## src/rtl/mem_port_arbiter_pkg.sv

```systemverilog
// Shared encodings and the grant-selection helper for the I/D memory port arbiter.
package mem_port_arbiter_pkg;

    localparam logic [1:0] ARB_IDLE   = 2'd0;
    localparam logic [1:0] ARB_BUSY_I = 2'd1;
    localparam logic [1:0] ARB_BUSY_D = 2'd2;

    localparam logic ARB_ID_I = 1'b0;
    localparam logic ARB_ID_D = 1'b1;

    // Returns 1 when the data side should win this arbitration round.
    function automatic logic arb_pick_d(input logic d_req, input logic i_req,
                                        input logic last_grant, input logic fair);
        logic pick_s;
        if (d_req && i_req) begin
            pick_s = fair ? (last_grant == ARB_ID_I) : 1'b1;
        end else begin
            pick_s = d_req;
        end
        return pick_s;
    endfunction

endpackage

```

## src/rtl/mem_port_arbiter_if.sv

```systemverilog
// Bundle of pipeline-side requests/responses and memory-side handshake for the arbiter.
interface mem_port_arbiter_if #(
    parameter int ADDR_W = 16,
    parameter int DATA_W = 16
);
    logic              i_rd;
    logic [ADDR_W-1:0] i_addr;
    logic [DATA_W-1:0] i_rdata;
    logic              i_done;
    logic              i_stall;
    logic              i_err;

    logic              d_rd;
    logic              d_wr;
    logic [ADDR_W-1:0] d_addr;
    logic [DATA_W-1:0] d_wdata;
    logic [DATA_W-1:0] d_rdata;
    logic              d_done;
    logic              d_stall;
    logic              d_err;

    logic              hit;

    logic [ADDR_W-1:0] mem_addr;
    logic [DATA_W-1:0] mem_wdata;
    logic              mem_rd;
    logic              mem_wr;
    logic [DATA_W-1:0] mem_rdata;
    logic              mem_done;
    logic              mem_hit;
    logic              mem_err;
    logic              mem_stall;

    modport slave (
        input  i_rd, i_addr, d_rd, d_wr, d_addr, d_wdata,
        input  mem_rdata, mem_done, mem_hit, mem_err, mem_stall,
        output i_rdata, i_done, i_stall, i_err,
        output d_rdata, d_done, d_stall, d_err, hit,
        output mem_addr, mem_wdata, mem_rd, mem_wr
    );

    modport master (
        output i_rd, i_addr, d_rd, d_wr, d_addr, d_wdata,
        output mem_rdata, mem_done, mem_hit, mem_err, mem_stall,
        input  i_rdata, i_done, i_stall, i_err,
        input  d_rdata, d_done, d_stall, d_err, hit,
        input  mem_addr, mem_wdata, mem_rd, mem_wr
    );

endinterface

```

## src/rtl/mem_port_arbiter_wdog.sv

```systemverilog
// Watchdog counter for an outstanding memory access; expired flags the TIMEOUT-th waiting cycle.
module arb_wdog #(
    parameter int TIMEOUT = 64,
    parameter int TMR_W   = 7
) (
    input  logic clk,
    input  logic rst,
    input  logic clr,
    input  logic en,
    output logic expired
);

    logic [TMR_W-1:0] cnt_r;

    assign expired = (cnt_r == TMR_W'(TIMEOUT - 1));

    // Wait-cycle counter, restarted on every grant and frozen once expired.
    always_ff @(posedge clk or posedge rst) begin
        if (rst) begin
            cnt_r <= {TMR_W{1'b0}};
        end else if (clr) begin
            cnt_r <= {TMR_W{1'b0}};
        end else if (en && !expired) begin
            cnt_r <= cnt_r + {{(TMR_W-1){1'b0}}, 1'b1};
        end else begin
            cnt_r <= cnt_r;
        end
    end

endmodule

```

## src/rtl/mem_port_arbiter.sv

```systemverilog
// Shares one memory port between fetch (I) and memory stage (D) with latched requests.
// Build option ARB_FAIR_EN: round-robin on ties instead of strict data-side priority.
module mem_port_arbiter
    import mem_port_arbiter_pkg::*;
#(
    parameter int ADDR_W  = 16,
    parameter int DATA_W  = 16,
    parameter int TIMEOUT = 64,
    parameter int TMR_W   = 7
) (
    input  logic                clk,
    input  logic                rst,
    mem_port_arbiter_if.slave   bus
);

    logic [1:0]        state_r;
    logic [1:0]        state_nxt_s;
    logic [ADDR_W-1:0] addr_r;
    logic [DATA_W-1:0] wdata_r;
    logic              rd_r;
    logic              wr_r;
    logic              ill_r;

    logic d_req_s;
    logic i_req_s;
    logic illegal_s;
    logic pick_d_s;
    logic grant_i_s;
    logic grant_d_s;
    logic ill_s;
    logic busy_i_s;
    logic busy_d_s;
    logic busy_s;
    logic wdog_exp_s;
    logic expired_s;
    logic end_s;
    logic unused_mem_stall_s;

    assign d_req_s   = bus.d_rd | bus.d_wr;
    assign i_req_s   = bus.i_rd;
    assign illegal_s = bus.d_rd & bus.d_wr;
    assign busy_i_s  = (state_r == ARB_BUSY_I);
    assign busy_d_s  = (state_r == ARB_BUSY_D);
    assign busy_s    = busy_i_s | busy_d_s;
    assign expired_s = busy_s & ~bus.mem_done & wdog_exp_s;
    assign end_s     = busy_s & (bus.mem_done | expired_s);

    // mem_stall is informational; arbitration deliberately ignores it.
    assign unused_mem_stall_s = bus.mem_stall;

`ifdef ARB_FAIR_EN
    logic last_r;

    // Remembers who was served last so a tie goes to the other side.
    always_ff @(posedge clk or posedge rst) begin
        if (rst) begin
            last_r <= ARB_ID_I;
        end else if (grant_d_s) begin
            last_r <= ARB_ID_D;
        end else if (grant_i_s) begin
            last_r <= ARB_ID_I;
        end else begin
            last_r <= last_r;
        end
    end

    assign pick_d_s = arb_pick_d(d_req_s, i_req_s, last_r, 1'b1);
`else
    assign pick_d_s = arb_pick_d(d_req_s, i_req_s, ARB_ID_D, 1'b0);
`endif

    // Next-state and grant decode.
    always_comb begin
        state_nxt_s = state_r;
        grant_i_s   = 1'b0;
        grant_d_s   = 1'b0;
        ill_s       = 1'b0;
        case (state_r)
            ARB_IDLE: begin
                if (pick_d_s) begin
                    if (illegal_s) begin
                        ill_s = 1'b1;
                    end else begin
                        grant_d_s   = 1'b1;
                        state_nxt_s = ARB_BUSY_D;
                    end
                end else if (i_req_s) begin
                    grant_i_s   = 1'b1;
                    state_nxt_s = ARB_BUSY_I;
                end else begin
                    state_nxt_s = ARB_IDLE;
                end
            end
            ARB_BUSY_I, ARB_BUSY_D: begin
                if (bus.mem_done || expired_s) begin
                    state_nxt_s = ARB_IDLE;
                end else begin
                    state_nxt_s = state_r;
                end
            end
            default: begin
                state_nxt_s = ARB_IDLE;
            end
        endcase
    end

    // State plus the latched copy of the granted request that drives the memory port.
    always_ff @(posedge clk or posedge rst) begin
        if (rst) begin
            state_r <= ARB_IDLE;
            addr_r  <= {ADDR_W{1'b0}};
            wdata_r <= {DATA_W{1'b0}};
            rd_r    <= 1'b0;
            wr_r    <= 1'b0;
            ill_r   <= 1'b0;
        end else begin
            state_r <= state_nxt_s;
            ill_r   <= ill_s;
            if (grant_d_s) begin
                addr_r  <= bus.d_addr;
                wdata_r <= bus.d_wdata;
                rd_r    <= bus.d_rd;
                wr_r    <= bus.d_wr;
            end else if (grant_i_s) begin
                addr_r  <= bus.i_addr;
                wdata_r <= {DATA_W{1'b0}};
                rd_r    <= 1'b1;
                wr_r    <= 1'b0;
            end else if (end_s) begin
                rd_r    <= 1'b0;
                wr_r    <= 1'b0;
            end else begin
                rd_r    <= rd_r;
                wr_r    <= wr_r;
            end
        end
    end

    arb_wdog #(
        .TIMEOUT (TIMEOUT),
        .TMR_W   (TMR_W)
    ) u_wdog (
        .clk     (clk),
        .rst     (rst),
        .clr     (grant_i_s | grant_d_s),
        .en      (busy_s & ~bus.mem_done),
        .expired (wdog_exp_s)
    );

    // Strobes are gated on the abort cycle so memory sees the request withdrawn.
    assign bus.mem_addr  = addr_r;
    assign bus.mem_wdata = wdata_r;
    assign bus.mem_rd    = rd_r & ~expired_s;
    assign bus.mem_wr    = wr_r & ~expired_s;

    assign bus.i_done  = busy_i_s & (bus.mem_done | expired_s);
    assign bus.d_done  = busy_d_s & (bus.mem_done | expired_s);
    assign bus.i_err   = busy_i_s & ((bus.mem_done & bus.mem_err) | expired_s);
    assign bus.d_err   = (busy_d_s & ((bus.mem_done & bus.mem_err) | expired_s)) | ill_r;
    assign bus.i_rdata = (busy_i_s & bus.mem_done) ? bus.mem_rdata : {DATA_W{1'b0}};
    assign bus.d_rdata = (busy_d_s & bus.mem_done) ? bus.mem_rdata : {DATA_W{1'b0}};
    assign bus.hit     = busy_s & bus.mem_done & bus.mem_hit;

    assign bus.i_stall = ~rst & i_req_s & ~bus.i_done;
    assign bus.d_stall = ~rst & d_req_s & ~bus.d_done;

endmodule

```

## src/flat_wrapper.sv

```systemverilog
// flat-port wrapper written by rule: the top's interface ports become plain ports
module mem_port_arbiter_flat import mem_port_arbiter_pkg::*;
#(
    parameter int ADDR_W  = 16,
    parameter int DATA_W  = 16,
    parameter int TIMEOUT = 64,
    parameter int TMR_W   = 7
)
  (clk, rst, bus_i_rd, bus_i_addr, bus_d_rd, bus_d_wr, bus_d_addr, bus_d_wdata, bus_mem_rdata, bus_mem_done, bus_mem_hit, bus_mem_err, bus_mem_stall, bus_i_rdata, bus_i_done, bus_i_stall, bus_i_err, bus_d_rdata, bus_d_done, bus_d_stall, bus_d_err, bus_hit, bus_mem_addr, bus_mem_wdata, bus_mem_rd, bus_mem_wr);
  mem_port_arbiter_if #(.ADDR_W(ADDR_W), .DATA_W(DATA_W)) bus_i ();
  input  logic clk;
  input  logic rst;
  input wire logic [$bits(bus_i.i_rd)-1:0] bus_i_rd;
  input wire logic [$bits(bus_i.i_addr)-1:0] bus_i_addr;
  input wire logic [$bits(bus_i.d_rd)-1:0] bus_d_rd;
  input wire logic [$bits(bus_i.d_wr)-1:0] bus_d_wr;
  input wire logic [$bits(bus_i.d_addr)-1:0] bus_d_addr;
  input wire logic [$bits(bus_i.d_wdata)-1:0] bus_d_wdata;
  input wire logic [$bits(bus_i.mem_rdata)-1:0] bus_mem_rdata;
  input wire logic [$bits(bus_i.mem_done)-1:0] bus_mem_done;
  input wire logic [$bits(bus_i.mem_hit)-1:0] bus_mem_hit;
  input wire logic [$bits(bus_i.mem_err)-1:0] bus_mem_err;
  input wire logic [$bits(bus_i.mem_stall)-1:0] bus_mem_stall;
  output wire logic [$bits(bus_i.i_rdata)-1:0] bus_i_rdata;
  output wire logic [$bits(bus_i.i_done)-1:0] bus_i_done;
  output wire logic [$bits(bus_i.i_stall)-1:0] bus_i_stall;
  output wire logic [$bits(bus_i.i_err)-1:0] bus_i_err;
  output wire logic [$bits(bus_i.d_rdata)-1:0] bus_d_rdata;
  output wire logic [$bits(bus_i.d_done)-1:0] bus_d_done;
  output wire logic [$bits(bus_i.d_stall)-1:0] bus_d_stall;
  output wire logic [$bits(bus_i.d_err)-1:0] bus_d_err;
  output wire logic [$bits(bus_i.hit)-1:0] bus_hit;
  output wire logic [$bits(bus_i.mem_addr)-1:0] bus_mem_addr;
  output wire logic [$bits(bus_i.mem_wdata)-1:0] bus_mem_wdata;
  output wire logic [$bits(bus_i.mem_rd)-1:0] bus_mem_rd;
  output wire logic [$bits(bus_i.mem_wr)-1:0] bus_mem_wr;
  assign bus_i.i_rd = bus_i_rd;
  assign bus_i.i_addr = bus_i_addr;
  assign bus_i.d_rd = bus_d_rd;
  assign bus_i.d_wr = bus_d_wr;
  assign bus_i.d_addr = bus_d_addr;
  assign bus_i.d_wdata = bus_d_wdata;
  assign bus_i.mem_rdata = bus_mem_rdata;
  assign bus_i.mem_done = bus_mem_done;
  assign bus_i.mem_hit = bus_mem_hit;
  assign bus_i.mem_err = bus_mem_err;
  assign bus_i.mem_stall = bus_mem_stall;
  assign bus_i_rdata = bus_i.i_rdata;
  assign bus_i_done = bus_i.i_done;
  assign bus_i_stall = bus_i.i_stall;
  assign bus_i_err = bus_i.i_err;
  assign bus_d_rdata = bus_i.d_rdata;
  assign bus_d_done = bus_i.d_done;
  assign bus_d_stall = bus_i.d_stall;
  assign bus_d_err = bus_i.d_err;
  assign bus_hit = bus_i.hit;
  assign bus_mem_addr = bus_i.mem_addr;
  assign bus_mem_wdata = bus_i.mem_wdata;
  assign bus_mem_rd = bus_i.mem_rd;
  assign bus_mem_wr = bus_i.mem_wr;
  mem_port_arbiter #(.ADDR_W(ADDR_W), .DATA_W(DATA_W), .TIMEOUT(TIMEOUT), .TMR_W(TMR_W)) u_core (.clk(clk), .rst(rst), .bus(bus_i));
endmodule
```

## config.mk

```make
export PLATFORM = sky130hd
export DESIGN_NAME = mem_port_arbiter_flat
export DESIGN_NICKNAME = d
export VERILOG_FILES = /design/src/rtl/mem_port_arbiter_pkg.sv /design/src/rtl/mem_port_arbiter_if.sv /design/src/rtl/mem_port_arbiter_wdog.sv /design/src/rtl/mem_port_arbiter.sv /design/src/flat_wrapper.sv
export SDC_FILE = /design/constraint.sdc
export NUM_CORES = 1
export LEC_CHECK = 0
export ABC_AREA = 1
export CORE_UTILIZATION = 34
export DETAILED_ROUTE_END_ITERATION = 8
export PLACE_DENSITY = 0.83
export SLEW_MARGIN = 20
export SYNTH_ARGS = -nofsm -noshare
export SYNTH_HDL_FRONTEND = slang
export SYNTH_SLANG_ARGS = --single-unit
```

## constraint.sdc

```tcl
create_clock -name clk -period 1.9 [get_ports clk]
set_input_delay 0.38 -clock clk [delete_from_list [all_inputs] [get_ports clk]]
set_output_delay 0.38 -clock clk [all_outputs]
set_load 0.02 [all_outputs]
```

# Yosys cells after proc, flatten, opt, wreduce, memory -nomap -nowiden
# Index checks and enable logic that the tools add are counted.
# totals
reg_bits	44
inputBits	73
out_inout_bits	73
elab_cells	81
# classes
add_sub_neg	1
n_eq_ne	5
n_mux	28
bitwise	30
reduce_logical	10
# op_table
operator	count
$mux 16	6
$and 1x1->1	19
$mux 1	16
$mux 7	2
$add 7x1->7 const B	1
$eq 7x6->1 const B	1
$mux 2	3
$or 1x1->1	6
$not 1->1	5
$pmux 2 s2	1
$reduce_bool 2->1	2
$ne 3x3->1 const B	1
$reduce_bool 3->1	1
$eq 2x1->1 const B	1
$eq 2x2->1 const B	1
$logic_and 1x1->1	2
$logic_not 2->1	1
$ne 2x1->1 const B	1
$reduce_and 2->1	1
$reduce_or 2->1	1
$logic_not 1->1	1
$logic_or 1x1->1	1

# Longest topological paths before layout
# logic_depth
depth_word	9
mapped_depth	9
ltp_nobuf	9

# Hierarchy
# Synthesis repeated with hierarchy kept, for this count alone.
# hier_totals
cells_unflattened	331
hier_area_um2	2436.1
# by_module_without_submodules
mod	instances	cells_per_inst	area_per_inst_um2	seq_area_each_um2
mem_port_arbiter	1	275	2018.2	925.9
arb_wdog	1	56	417.9	175.2

# Worst setup path before layout
# Ideal clock, no wire load.
# synth_path
path_kind	input port to output port
start	in rst
end	out bus_d_stall
t_arrival_ns	1.820
required_time_ns	1.520
slack_ns	-0.300
stages	3
n_path_buf	0
cell_sequence	inv_1 > nand2_1 > a21oi_1
# synth_via
elab_chain_len	3
# synth_rtl
element	line_no	rtl
from (decl)	flat_wrapper.sv:12	input logic rst;
$not 1->1	mem_port_arbiter.sv:165	assign bus.d_stall = ~rst & d_req_s & ~bus.d_done;
$and 1x1->1 (2 in a row)	mem_port_arbiter.sv:165	
to (decl)	flat_wrapper.sv:30	output wire logic [$bits(bus_i.d_stall)-1:0] bus_d_stall;
# Every way passes these cells.

# Worst setup path in the final report
# layout_path
start	reg u_core.state_r[1]
end	out bus_i_err
# layout_via
elab_chain_len	6
elab_cells_between_ends	7
classes_between	2 x eq/ne; 5 x bitwise
# layout_rtl
element	line_no	rtl
from (decl)	mem_port_arbiter.sv:16	logic [1:0] state_r;
from (signal assigned)	mem_port_arbiter.sv:117	state_r <= state_nxt_s;
$eq 2x1->1 / $eq 2x2->1 (equally long branches)	mem_port_arbiter.sv:42, mem_port_arbiter.sv:43	
$or 1x1->1	mem_port_arbiter.sv:44	assign busy_s = busy_i_s | busy_d_s;
$and 1x1->1 (2 in a row)	mem_port_arbiter.sv:45	assign expired_s = busy_s & ~bus.mem_done & wdog_exp_s;
$or 1x1->1	mem_port_arbiter.sv:158	assign bus.i_err = busy_i_s & ((bus.mem_done & bus.mem_err) | expired_s);
$and 1x1->1 *	mem_port_arbiter.sv:158	
to (decl)	flat_wrapper.sv:27	output wire logic [$bits(bus_i.i_err)-1:0] bus_i_err;
# Every way passes the cells marked *; elsewhere a longest branch is shown, timed or not.

==> results.txt <==
- Result of the run: finished with violations
* Violated checks: negative setup slack
* Worst slew margin relative to its limit: 0.609
- Cell count after synthesis: 355
- Final hold violations: 0
* Final max-slew violation count: 0
* Inst Count DP: 613
* Final Critical Period: 2.05 ns
- The count of buffers added on input and output ports is 144.
* R2r endpoint: u_core.u_wdog.cnt_r[2]
- The critical path in this run is classified as reg -> out.
- The tool flagged a number of max-cap violations equal to 0.
* DR WL/cell: 12.5 um
* Estimated wirelength of the detail-placed design: 5390 um
* Signal arrival time at the worst endpoint: 1.67 ns
- Clock tree from TritonCTS: yes
- Netlist area before placement: 2450 um^2
- Endpoint type of the worst setup path: output port
* Area of the placeable core: 6870 um^2
* Peak supply drop: 0.669 mV
* Starting DRT DRC Count: 86
* Worst clock skew: 0.00651 ns
- Dividing total power by cell area gives a power density of 1210 nW/um^2.
- Wire length of the first global-routing pass: 11700 um
- During synthesis, Yosys emitted a total of 0 warnings.
- Global route hottest layer: met2
- For this design the total switching power over the nets is 2.30 mW.
- The analysis attributes to cell leakage a power of 2.39 nW.
- Via count of the first global-routing pass: 2629
* Hold Path Cell Cnt: 2
- For this configuration, the core starts out at a cell density of 0.357.
* Final-stage net count: 611
* Flip-flop and latch count after synthesis: 44
- Bufs on Longest Clock Path: 2
* Number of antenna violations at the first check in global routing: 0
- Sequential-to-total area share from yosys stat: 0.449
* Largest net degree at the start of global routing: 45
- The path with the worst hold slack has its endpoint at u_core.bus.mem_addr[2].
- Clock network fraction of design power: 0.139
* Final setup violation count: 43
- DR DRC count: 0
- Synthesis produced a netlist with a net count of 432.
- Along the worst path, the maximum fanout reaches 3.
* Net switching share of the total power: 0.412
- Final worst-path setup slack: -0.154 ns
- The share of total power dissipated in combinational logic is 0.583.
- Overall track demand over capacity in global routing: 0.196
- 146 I/O pins were placed.
- For the worst setup path, the data required time is 1.52 ns.
- Gp weighted congestion: 0.813
- In the final layout, the share of cells above drive strength 1 is 0.275.
- Total detailed-routing wirelength: 7870 um
* Hold WS: 0.481 ns
- The die is 87.0 um tall.
* Final worst path period share: 1.08
- Std-Cell Rows: 30
* Met2 Track Usage GR: 0.359
- The die covers 7560 um^2.
- Synthesis instantiated 19 different standard cells from the library.
- Final Non-Filler Cells: 631
- Setup slack on the worst reg-to-reg path comes out at -0.01 ns.
* Slew @ Worst Pin: 0.585 ns
- The tree is rooted in a sky130_fd_sc_hd__clkbuf_8.
- Setup repair after global routing could not meet its margin everywhere.
* Synth-to-Final Area Change: 88.2%
- Remaining antenna violation count after routing: 0
* Classification of the worst-slack hold path: reg -> reg
- The later pin in the worst-skew pair is clocked with a latency of 0.29 ns.
- Post-Route Setup TNS: -2.92 ns
* Met3 usage: 0.0673
- Internal power comes to 3.29 mW.
- In the routed layout, each cell is associated on average with a via count of 4.41.
- 0 antenna diodes ended up in the layout.
- Clock net sink count: 44
* Number of buffers inserted during clock tree synthesis: 5
* Worst reg2reg path depth: 14
* GRT Residual Overflow: 0
* Horizontal die dimension: 87.0 um
* 1st-pass router iterations: 4
- H-tree lvl count: 2
- Clock-pin slew was measured on the worst setup and hold paths at 0.08 ns.
- The startpoint identified for the worst register-to-register timing path is u_core.state_r[1].
- Fmax: 487 MHz
- Of the total power, registers draw 0.278.
* Mean area per synthesized cell: 6.92 um^2
- In this run the most critical hold path is launched from u_core.bus.mem_addr[2].
- STA classifies the critical path startpoint as a flip-flop.
- Met1 demand-to-capacity share in global routing: 0.212
- Total vias in the final route: 2782
-- power groups by stage --
stage	Clock (mW)	Combinational, mW	Sequential (mW)
floorplan	0	1.18	1.96
global placement	0	2.93	1.56
detailed placement	0	3.00	1.56
CTS	0.802	3.02	1.55
global route	0.842	3.53	1.61
finish	0.778	3.26	1.56
-- sequential cells by signal, indices dropped and copies added (netlist names) --
signal,count
u_core.bus.mem_addr,16
u_core.bus.mem_wdata,16
u_core.u_wdog.cnt_r,7
u_core.state_r,2
u_core.ill_r,1
u_core.rd_r,1
u_core.wr_r,1
-- cells in the mapped netlist (all sizes together) --
master  number  area [um^2]
nand2      185          722
buf          9         68.8
o21ai        6         33.8
dfrtp       44         1100
xor2         3         26.3
nor2        49          221
a21oi        4         20.0
ha           4         50.1
clkbuf       2         7.51
inv         38          143
nand3       10         55.1
nand4        1         6.26
-- worst max-delay path by stage --
stage                           startpoint           to  slack, ns  depth (start not counted)
floorplan           u_core.u_wdog.cnt_r[0]    bus_i_err       0.04                          7
global placement              bus_mem_done    bus_i_err      -0.51                          7
detailed placement            bus_mem_done  bus_i_stall      -0.55                          6
CTS                      u_core.state_r[0]   bus_mem_rd      -0.14                          9
global route        u_core.u_wdog.cnt_r[1]    bus_d_err      -0.25                          8
finish                   u_core.state_r[1]    bus_i_err      -0.15                          9
-- timing repair --
action                     CTS  global route
setup buffers                3             8
gates cloned                 1             1
gates resized for setup    208            91
setup endpoints to repair   69            50
hold buffers                 0             0
pin swaps                    4            11
-- per-stage QoR --
step           setup WS, ns   util  cell area (um^2)  power [mW]
3_5_place_dp         -0.545  0.608              4170        4.56
4_1_cts              -0.136  0.617              4240        5.37
3_3_place_gp         -0.512  0.608              4170        4.49
2_1_floorplan        0.0403      -              2460        3.14
6_report             -0.154  0.672              4620        5.59
5_1_grt              -0.247  0.672              4620        5.98
-- layer usage --
layer  share of wire  wire length [um]  vias to the layer above
li1                -                 -                     1404
met5               0                 0                        -
met3           0.096               752                       10
met4           0.013               104                        0
met1            0.38              3000                     1247
met2            0.51              4010                      121
-- kinds of logic after synthesis --
kind of cell | synth area share
DFF | 0.449
adders and majority gates | 0.0204
AOI/OAI and AO/OA | 0.0219
buffers and inverters | 0.0892
xor gates and xnor gates | 0.0107
and+or+nand+nor | 0.409
-- critical path, stage by stage, from the launching register on --
cell and delay, ns:
sky130_fd_sc_hd__dfrtp_1 0.38, sky130_fd_sc_hd__inv_2 0.06, sky130_fd_sc_hd__ha_4 0.28, sky130_fd_sc_hd__inv_4 0.04, sky130_fd_sc_hd__nor2_4 0.13, sky130_fd_sc_hd__nand2_4 0.09, sky130_fd_sc_hd__o21ai_2 0.08, sky130_fd_sc_hd__inv_1 0.07
sky130_fd_sc_hd__nor2_1 0.10, sky130_fd_sc_hd__buf_4 0.15
-- area by class of cell --
type / instances / area [um^2]
clock inverters: 1 / 30.0
clock buffers: 7 / 96.3
fillers: 551 / 2250
repair buffers: 182 / 1770
flip-flops and latches: 44 / 1100
well taps: 96 / 120
multi-input cells: 263 / 1350
inverters: 38 / 149
-- cell usage in the layout (no fill, tap or decap), drive strengths merged, types with 3 or more instances in the layout --
master	instances
ha	4
a21oi	4
buf	78
xor2	3
dfrtp	44
nand2	185
nor2	50
clkdlybuf4s50	102
clkbuf	8
inv	37
o21ai	6
nand3	10
Note: power is estimated with default switching activity, not from simulation.
